`config.mk`:
```
export PLATFORM = sky130hd
export DESIGN_NAME = deal_sequencer_flat
export DESIGN_NICKNAME = d
export VERILOG_FILES = /design/src/rtl/baccarat_pkg.sv /design/src/rtl/deal_sequencer_if.sv /design/src/rtl/banker_draw_rule.sv /design/src/rtl/deal_sequencer.sv /design/src/flat_wrapper.sv
export SDC_FILE = /design/constraint.sdc
export NUM_CORES = 1
export LEC_CHECK = 0
export ABC_AREA = 1
export CAP_MARGIN = 10
export CORE_AREA = 2 2 52 42
export DETAILED_ROUTE_END_ITERATION = 6
export DIE_AREA = 0 0 54 44
export PLACE_DENSITY_LB_ADDON = 0.1
export SLEW_MARGIN = 20
export SYNTH_ARGS = -nofsm -noshare
export SYNTH_HDL_FRONTEND = slang
export SYNTH_SLANG_ARGS = --single-unit
```
`constraint.sdc`:
```
create_clock -name slow_clock -period 3 [get_ports slow_clock]
set_clock_uncertainty 0.05 [all_clocks]
set_input_delay 0.6 -clock slow_clock [delete_from_list [all_inputs] [get_ports slow_clock]]
set_output_delay 0.6 -clock slow_clock [all_outputs]
set_load 0.005 [all_outputs]
```
`src/rtl/baccarat_pkg.sv`:
```
// baccarat_pkg: shared state encoding, card point value and rule thresholds
package baccarat_pkg;
  typedef enum logic [3:0] {
    DEAL_P1, DEAL_D1, DEAL_P2, DEAL_D2, EVAL,
    DEAL_P3, SETTLE, BANKER, DEAL_D3, RESULT, DONE
  } state_t;
  localparam logic [3:0] NATURAL_MIN = 4'd8;
  localparam logic [3:0] STAND_MIN = 4'd6;
  function automatic logic [3:0] point_value(input logic [3:0] code);
    return (code <= 4'd9) ? code : 4'd0;
  endfunction
endpackage

```
`src/rtl/deal_sequencer_if.sv`:
```
// deal_sequencer_if: step/score inputs and strobe/light outputs of the sequencer
interface deal_sequencer_if;
  logic step;
  logic [3:0] pscore, dscore, pcard3;
  logic load_pcard1, load_pcard2, load_pcard3;
  logic load_dcard1, load_dcard2, load_dcard3;
  logic player_win_light, dealer_win_light, done;
  modport master (
    output step, pscore, dscore, pcard3,
    input load_pcard1, load_pcard2, load_pcard3,
    input load_dcard1, load_dcard2, load_dcard3,
    input player_win_light, dealer_win_light, done
  );
  modport slave (
    input step, pscore, dscore, pcard3,
    output load_pcard1, load_pcard2, load_pcard3,
    output load_dcard1, load_dcard2, load_dcard3,
    output player_win_light, dealer_win_light, done
  );
endinterface

```
`src/rtl/banker_draw_rule.sv`:
```
// banker_draw_rule: banker third-card decision from its score and the player's third card value
module banker_draw_rule (
  input  logic [3:0] dscore_i,
  input  logic [3:0] pval_i,
  output logic       draw_o
);
  always_comb
    draw_o = (dscore_i <= 4'd2) ? 1'b1 :
             (dscore_i == 4'd3) ? (pval_i != 4'd8) :
             (dscore_i == 4'd4) ? (pval_i >= 4'd2 && pval_i <= 4'd7) :
             (dscore_i == 4'd5) ? (pval_i >= 4'd4 && pval_i <= 4'd7) :
             (dscore_i == 4'd6) ? (pval_i >= 4'd6 && pval_i <= 4'd7) : 1'b0;
endmodule

```
`src/rtl/deal_sequencer.sv`:
```
// deal_sequencer: step-driven baccarat round controller with registered load strobes and result lights
module deal_sequencer
  import baccarat_pkg::*;
(
  input logic slow_clock,
  input logic reset,
  deal_sequencer_if.slave bus
);
  state_t state_q;
  logic [3:0] dsc_q;
  logic ld_p1_q, ld_p2_q, ld_p3_q, ld_d1_q, ld_d2_q, ld_d3_q;
  logic pwin_q, dwin_q, done_q;
  logic draw;
  banker_draw_rule u_rule (
    .dscore_i(dsc_q),
    .pval_i(point_value(bus.pcard3)),
    .draw_o(draw)
  );
  // Round FSM: strobes default low and pulse for one cycle after an accepted step
  always_ff @(posedge slow_clock) begin
    if (reset) begin
      state_q <= DEAL_P1;
      dsc_q <= '0;
      {ld_p1_q, ld_p2_q, ld_p3_q, ld_d1_q, ld_d2_q, ld_d3_q} <= '0;
      {pwin_q, dwin_q, done_q} <= '0;
    end else begin
      {ld_p1_q, ld_p2_q, ld_p3_q, ld_d1_q, ld_d2_q, ld_d3_q} <= '0;
      case (state_q)
        DEAL_P1: if (bus.step) begin ld_p1_q <= 1'b1; state_q <= DEAL_D1; end
        DEAL_D1: if (bus.step) begin ld_d1_q <= 1'b1; state_q <= DEAL_P2; end
        DEAL_P2: if (bus.step) begin ld_p2_q <= 1'b1; state_q <= DEAL_D2; end
        DEAL_D2: if (bus.step) begin ld_d2_q <= 1'b1; state_q <= EVAL; end
        EVAL: if (bus.step) begin
          dsc_q <= bus.dscore;
          state_q <= (bus.pscore >= NATURAL_MIN || bus.dscore >= NATURAL_MIN) ? RESULT :
                     (bus.pscore < STAND_MIN) ? DEAL_P3 :
                     (bus.dscore < STAND_MIN) ? DEAL_D3 : RESULT;
        end
        DEAL_P3: if (bus.step) begin ld_p3_q <= 1'b1; state_q <= SETTLE; end
        SETTLE: state_q <= BANKER;
        BANKER: state_q <= draw ? DEAL_D3 : RESULT;
        DEAL_D3: if (bus.step) begin ld_d3_q <= 1'b1; state_q <= RESULT; end
        RESULT: if (bus.step) begin
          pwin_q <= bus.pscore >= bus.dscore;
          dwin_q <= bus.dscore >= bus.pscore;
          done_q <= 1'b1;
          state_q <= DONE;
        end
        DONE: state_q <= DONE;
        default: state_q <= DEAL_P1;
      endcase
    end
  end
  assign bus.load_pcard1 = ld_p1_q;
  assign bus.load_pcard2 = ld_p2_q;
  assign bus.load_pcard3 = ld_p3_q;
  assign bus.load_dcard1 = ld_d1_q;
  assign bus.load_dcard2 = ld_d2_q;
  assign bus.load_dcard3 = ld_d3_q;
  assign bus.player_win_light = pwin_q;
  assign bus.dealer_win_light = dwin_q;
  assign bus.done = done_q;
endmodule

```
`src/flat_wrapper.sv`:
```
// flat-port wrapper written by rule: the top's interface ports become plain ports
module deal_sequencer_flat import baccarat_pkg::*;
  (slow_clock, reset, bus_step, bus_pscore, bus_dscore, bus_pcard3, bus_load_pcard1, bus_load_pcard2, bus_load_pcard3, bus_load_dcard1, bus_load_dcard2, bus_load_dcard3, bus_player_win_light, bus_dealer_win_light, bus_done);
  deal_sequencer_if bus_i ();
  input logic slow_clock;
  input logic reset;
  input wire logic [$bits(bus_i.step)-1:0] bus_step;
  input wire logic [$bits(bus_i.pscore)-1:0] bus_pscore;
  input wire logic [$bits(bus_i.dscore)-1:0] bus_dscore;
  input wire logic [$bits(bus_i.pcard3)-1:0] bus_pcard3;
  output wire logic [$bits(bus_i.load_pcard1)-1:0] bus_load_pcard1;
  output wire logic [$bits(bus_i.load_pcard2)-1:0] bus_load_pcard2;
  output wire logic [$bits(bus_i.load_pcard3)-1:0] bus_load_pcard3;
  output wire logic [$bits(bus_i.load_dcard1)-1:0] bus_load_dcard1;
  output wire logic [$bits(bus_i.load_dcard2)-1:0] bus_load_dcard2;
  output wire logic [$bits(bus_i.load_dcard3)-1:0] bus_load_dcard3;
  output wire logic [$bits(bus_i.player_win_light)-1:0] bus_player_win_light;
  output wire logic [$bits(bus_i.dealer_win_light)-1:0] bus_dealer_win_light;
  output wire logic [$bits(bus_i.done)-1:0] bus_done;
  assign bus_i.step = bus_step;
  assign bus_i.pscore = bus_pscore;
  assign bus_i.dscore = bus_dscore;
  assign bus_i.pcard3 = bus_pcard3;
  assign bus_load_pcard1 = bus_i.load_pcard1;
  assign bus_load_pcard2 = bus_i.load_pcard2;
  assign bus_load_pcard3 = bus_i.load_pcard3;
  assign bus_load_dcard1 = bus_i.load_dcard1;
  assign bus_load_dcard2 = bus_i.load_dcard2;
  assign bus_load_dcard3 = bus_i.load_dcard3;
  assign bus_player_win_light = bus_i.player_win_light;
  assign bus_dealer_win_light = bus_i.dealer_win_light;
  assign bus_done = bus_i.done;
  deal_sequencer u_core (.slow_clock(slow_clock), .reset(reset), .bus(bus_i));
endmodule
```
Yosys cells after proc, flatten, opt, wreduce, memory -nomap -nowiden. Cells that the tools add are included.

Register bits: 17. Input bits: 15. Word-level logic and storage cells: 86.

Magnitude comparators: 12. Equality and inequality tests: 23. Multiplexer cells: 20. Bitwise gates (word level): 6. Reduce and logical (&&, ||, !) cells: 14.

Operators by type and width (number): $mux 4 (11); $pmux 4 s11 (1); $eq 4x3->1 const B (7); $ne 2x2->1 const B (8); $eq 4x2->1 const B (3); $eq 4x4->1 const B (3); $reduce_or 2->1 (6); $ge 4x3->1 const B (2); $ge 4x4->1 (2); $ge 4x4->1 const B (2); $lt 4x3->1 const B (2); $mux 1 (8); $reduce_and 8->1 (1); $not 1->1 (6); $eq 4x1->1 const B (1); $ge 4x2->1 const B (1); $le 4x2->1 const B (1); $le 4x3->1 const B (1); $le 4x4->1 const B (1); $logic_not 4->1 (1); $ne 4x4->1 const B (1); $reduce_and 2->1 (2); $logic_and 1x1->1 (3); $logic_or 1x1->1 (1).

Longest topological paths before layout.
Word-level depth: 11. Depth in mapped cells: 10.

Modules after synthesis. Synthesis repeated with hierarchy kept, for this count alone.

Cell total of the unflattened synthesis: 155. Area, all modules: 1039.7 µm².

Modules (own cells, without submodules): deal_sequencer (instances 1, cells each 138, area each 960.9 µm²); banker_draw_rule (instances 1, cells each 17, area each 78.8 µm²).

Worst setup path before layout. OpenSTA, ideal clock, no wires.

Path type: in2reg. Start point: input bus_dscore[3]. End point: register u_core.pwin_q (netlist: u_core.bus.player_win_light). Arrival: 1355 ps. Data required time: 2831 ps. Setup slack: 1477 ps. Cell stages on the path: 5. Path through: inv_1 > ha_1 > a21oi_1 > o21ai_0 > o221a_1.

Word-level cells in the longest chain between the ends: 1.

Ends and longest elaborated chain: start: declaration (RTL line flat_wrapper.sv:9) `input wire logic [$bits(bus_i.dscore)-1:0] bus_dscore;`; $ge 4x4->1 (RTL line deal_sequencer.sv:44) `pwin_q <= bus.pscore >= bus.dscore;`; end signal: assignment (RTL line deal_sequencer.sv:44); end: declaration (RTL line deal_sequencer.sv:12) `logic pwin_q, dwin_q, done_q;`.

Every way passes these cells. A chain may end at the register's enable or synchronous reset.

Worst setup path in the final report. Ends and elaborated chain as after synthesis.

==> results.py <==
metrics = {
    "min_path": {
        "endpoint_with_the_worst_hold_slack": "u_core.dsc_q[3]$_SDFFE_PP0P_",
        "hold_class": "register to register",
        "hold-path-cell-count": 2,
        "min_from": "u_core.dsc_q[3]$_SDFFE_PP0P_",
    },
    "critical_path": {
        "cp.required_ns": 3.14,
        "cp_slowest_stage_delay_ns": 0.51,
        "crit_path_top_delay_cell": "sky130_fd_sc_hd__clkdlybuf4s50_1",
        "timing.critical_path.cells": "clkdlybuf4s50_1, inv_1, ha_1, a21oi_1, o21ai_0, o221a_1",
        "critical_path.n_buffers_inverters": 2,
        "worst-r2r-setup-slack_ns": 1.64,
        "rr_endpoint": "u_core.state_q[3]$_SDFFE_PP0P_",
        "critical_path_class": "input port to register",
        "crit_path_start_kind": "input port",
        "timing.critical_path.to_type": "register",
        "critPathMaxFanout": 3,
        "rr_worst_depth": 7,
        "cp_delay_by_family_top": "buffers and inverters",
        "r2r_start": "u_core.state_q[2]$_SDFFE_PP0P_",
        "crit_arrival_ns": 1.97,
    },
    "routing": {
        "detailedRoute.firstIterationViolations": 21,
        "wire_length_reported_by_the_detailed_router_um": 1970,
        "firstDrtPassIters": 6,
        "route.detailed.vias_per_inst": 5.03,
        "dr_total_vias": 871,
        "antenna_violating_nets_post_route": 0,
        "wl_per_cell_um": 11.4,
        "drc": 0,
    },
    "sta": {
        "min_period_over_period": 0.610,
        "hold_viol": 0,
        "rsz_0062_raised_after_global_routing": "no",
        "tightest_slew_ns": 0.343,
        "fin_crit_ns": 1.83,
        "tns_ns": 0,
        "fmax_mhz": 547,
        "final-setup-viol-count": 0,
        "max-slew-margin-rel": 0.771,
        "finalMaxSlewViolations": 0,
    },
    "placement": {
        "port_buffers": 23,
        "hpwlAfterDp_um": 1560,
        "gp_congestion": 0.816,
    },
    "die": {
        "floorplan.initialDensity": 0.466,
        "boundaryPins": 24,
        "placeableCoreArea_um2": 1890,
        "die-width_um": 54,
        "design.die.area_um2": 2380,
        "core.rowCount": 14,
        "die-height_um": 44,
    },
    "cells_and_area": {
        "final_layout_size_suffix_gt1_frac": 0.134,
        "final_common_cell": "sky130_fd_sc_hd__clkdlybuf4s50_1",
        "final_nets": 169,
        "antennaDiodeCount": 0,
        "postLayoutCoreUtil": 0.612,
        "layout.cells.most_common_list": "sky130_fd_sc_hd__clkdlybuf4s50_1, sky130_fd_sc_hd__nand2_1, sky130_fd_sc_hd__dfxtp_1, sky130_fd_sc_hd__inv_1, sky130_fd_sc_hd__a21oi_1",
        "fillers": 181,
        "layout-area-overhead-vs-synth_pct": 31.4,
    },
    "outcome": {
        "run_status": "finished, final reports clean",
    },
    "global_route": {
        "overflow_left_after_global_routing": 0,
        "grt_antenna_before_repair": 0,
        "grt-busiest-layer": "met2",
        "grt.met2_usage": 0.278,
        "vias_in_the_first_global_route": 732,
        "grt_max_degree": 11,
        "global_route.usage.met1": 0.251,
        "grt_first_pass_wirelength_um": 3130,
        "gr-usage-met3": 0.0655,
        "grt_usage": 0.186,
    },
    "cts": {
        "htreeDepth": 1,
        "post_cts_buffers": 0,
        "cts.path.max_buffers": 2,
        "cts-buffers-inserted": 3,
        "cts.sinks": 17,
        "path_clk_slew_ns": 0.10,
        "worst_skew_pair.late_latency_ns": 0.29,
        "clock_tree_from_tritoncts": "yes",
        "hold_buffer_count_at_cts": 0,
        "post_cts_resized": 0,
        "cts_root_buffer": "sky130_fd_sc_hd__clkbuf_4",
    },
    "pwr": {
        "power.density_cell_area_nw_per_um2": 393,
        "power.static_leakage_nw": 0.492,
        "vdd.ir_drop.worst_uv": 253,
    },
    "synth": {
        "yosys_register_bits": 17,
        "synthDistinctLibCells": 21,
        "syn-cell-area_um2": 881,
        "synth_nets": 142,
        "proportion_of_synthesized_chip_area_in_sequential_cells": 0.386,
        "yosys_warnings": 0,
        "post_synth.cell_area_avg_um2": 7.16,
        "synth_cells": 123,
    },
    "flow_run": {
        "cap_violations": 0,
    },
}
-- registers in the layout, indices dropped and copies added (netlist names) --
signal	cells
u_core.bus.load_pcard1	1
u_core.bus.done	1
u_core.bus.load_pcard3	1
u_core.bus.load_dcard1	1
u_core.bus.load_dcard2	1
u_core.dsc_q	4
u_core.bus.player_win_light	1
u_core.state_q	4
u_core.bus.dealer_win_light	1
u_core.bus.load_dcard3	1
u_core.bus.load_pcard2	1
-- logic make-up after synthesis --
kind of cell | synth area share
AND/OR/NAND/NOR | 0.308
adder cells (fa/ha/maj) | 0.0568
AO/OA/AOI/OAI | 0.146
flip-flops | 0.386
buffers and inverters | 0.102
-- worst max path at each step --
| stage | endpoint | slack (ns) | cells after the start | startpoint |
|---|---|---|---|---|
| finish | u_core.bus.player_win_light$_SDFFE_PP0P_ | 1.17 | 6 | bus_dscore[3] |
| global route | u_core.bus.player_win_light$_SDFFE_PP0P_ | 1.10 | 6 | bus_dscore[3] |
| CTS | u_core.bus.player_win_light$_SDFFE_PP0P_ | 1.18 | 6 | bus_dscore[3] |
| detailed placement | u_core.bus.player_win_light$_SDFFE_PP0P_ | 0.86 | 6 | bus_dscore[3] |
| global placement | u_core.bus.player_win_light$_SDFFE_PP0P_ | 0.92 | 6 | bus_dscore[3] |
| floorplan | u_core.bus.player_win_light$_SDFFE_PP0P_ | 1.48 | 5 | bus_dscore[3] |
-- per-stage QoR --
stage | instance area, um^2 | std cells | hold slack [ns] | setup slack [ns] | total power, W
after floorplan | 881 | 123 | 0.384 | 1.48 | 0.000296
after global placement | 1130 | 169 | 0.405 | 0.916 | 0.000335
after detailed placement | 1130 | 169 | 0.412 | 0.863 | 0.000336
after CTS | 1160 | 173 | 0.428 | 1.18 | 0.000459
after global routing | 1160 | 173 | 0.450 | 1.10 | 0.000480
final | 1160 | 173 | 0.431 | 1.17 | 0.000455
-- worst min-delay path: stages (launching register included) --
cell	delay, ns
sky130_fd_sc_hd__dfxtp_1	0.33
sky130_fd_sc_hd__nand2_1	0.06
sky130_fd_sc_hd__a21oi_1	0.05
-- cell usage after synthesis, drive strengths merged --
library cell | n | area share
nand2 | 25 | 0.12
inv | 21 | 0.089
dfxtp | 17 | 0.39
nor2 | 15 | 0.089
a21oi | 13 | 0.074
nand3 | 11 | 0.062
o21ai | 7 | 0.044
ha | 4 | 0.057
nand4 | 3 | 0.021
nor4 | 2 | 0.014
a31oi | 1 | 0.0071
buf | 1 | 0.013
nor3 | 1 | 0.0057
o211ai | 1 | 0.0085
o221a | 1 | 0.013
-- metal layers --
layer,share of wire,vias to the layer above
met5,0,-
met4,0.010,0
met3,0.067,2
met2,0.43,22
met1,0.49,389
li1,-,458
-- report_power, final --
| group | internal (W) | leakage (nW) | switching [W] |
|---|---|---|---|
| Sequential | 0.000234 | 0.138 | 0.00000889 |
| Combinational | 0.0000418 | 0.336 | 0.0000476 |
| Clock | 0.0000496 | 0.0177 | 0.0000734 |
| Total | 0.000325 | 0.492 | 0.000130 |
-- layout make-up --
| cell class | count | area, um^2 | share of cell area |
|---|---|---|---|
| Tap cell | 24 | 30.0 | 0.0259 |
| Clock inverter | 1 | 5.00 | 0.00432 |
| Timing Repair Buffer | 23 | 230 | 0.199 |
| Inverter | 21 | 78.8 | 0.0681 |
| Clock buffer | 3 | 22.5 | 0.0195 |
| Sequential cell | 17 | 340 | 0.294 |
| Multi-Input combinational cell | 84 | 450 | 0.389 |
No activity file was read; power rests on OpenSTA's default activity.
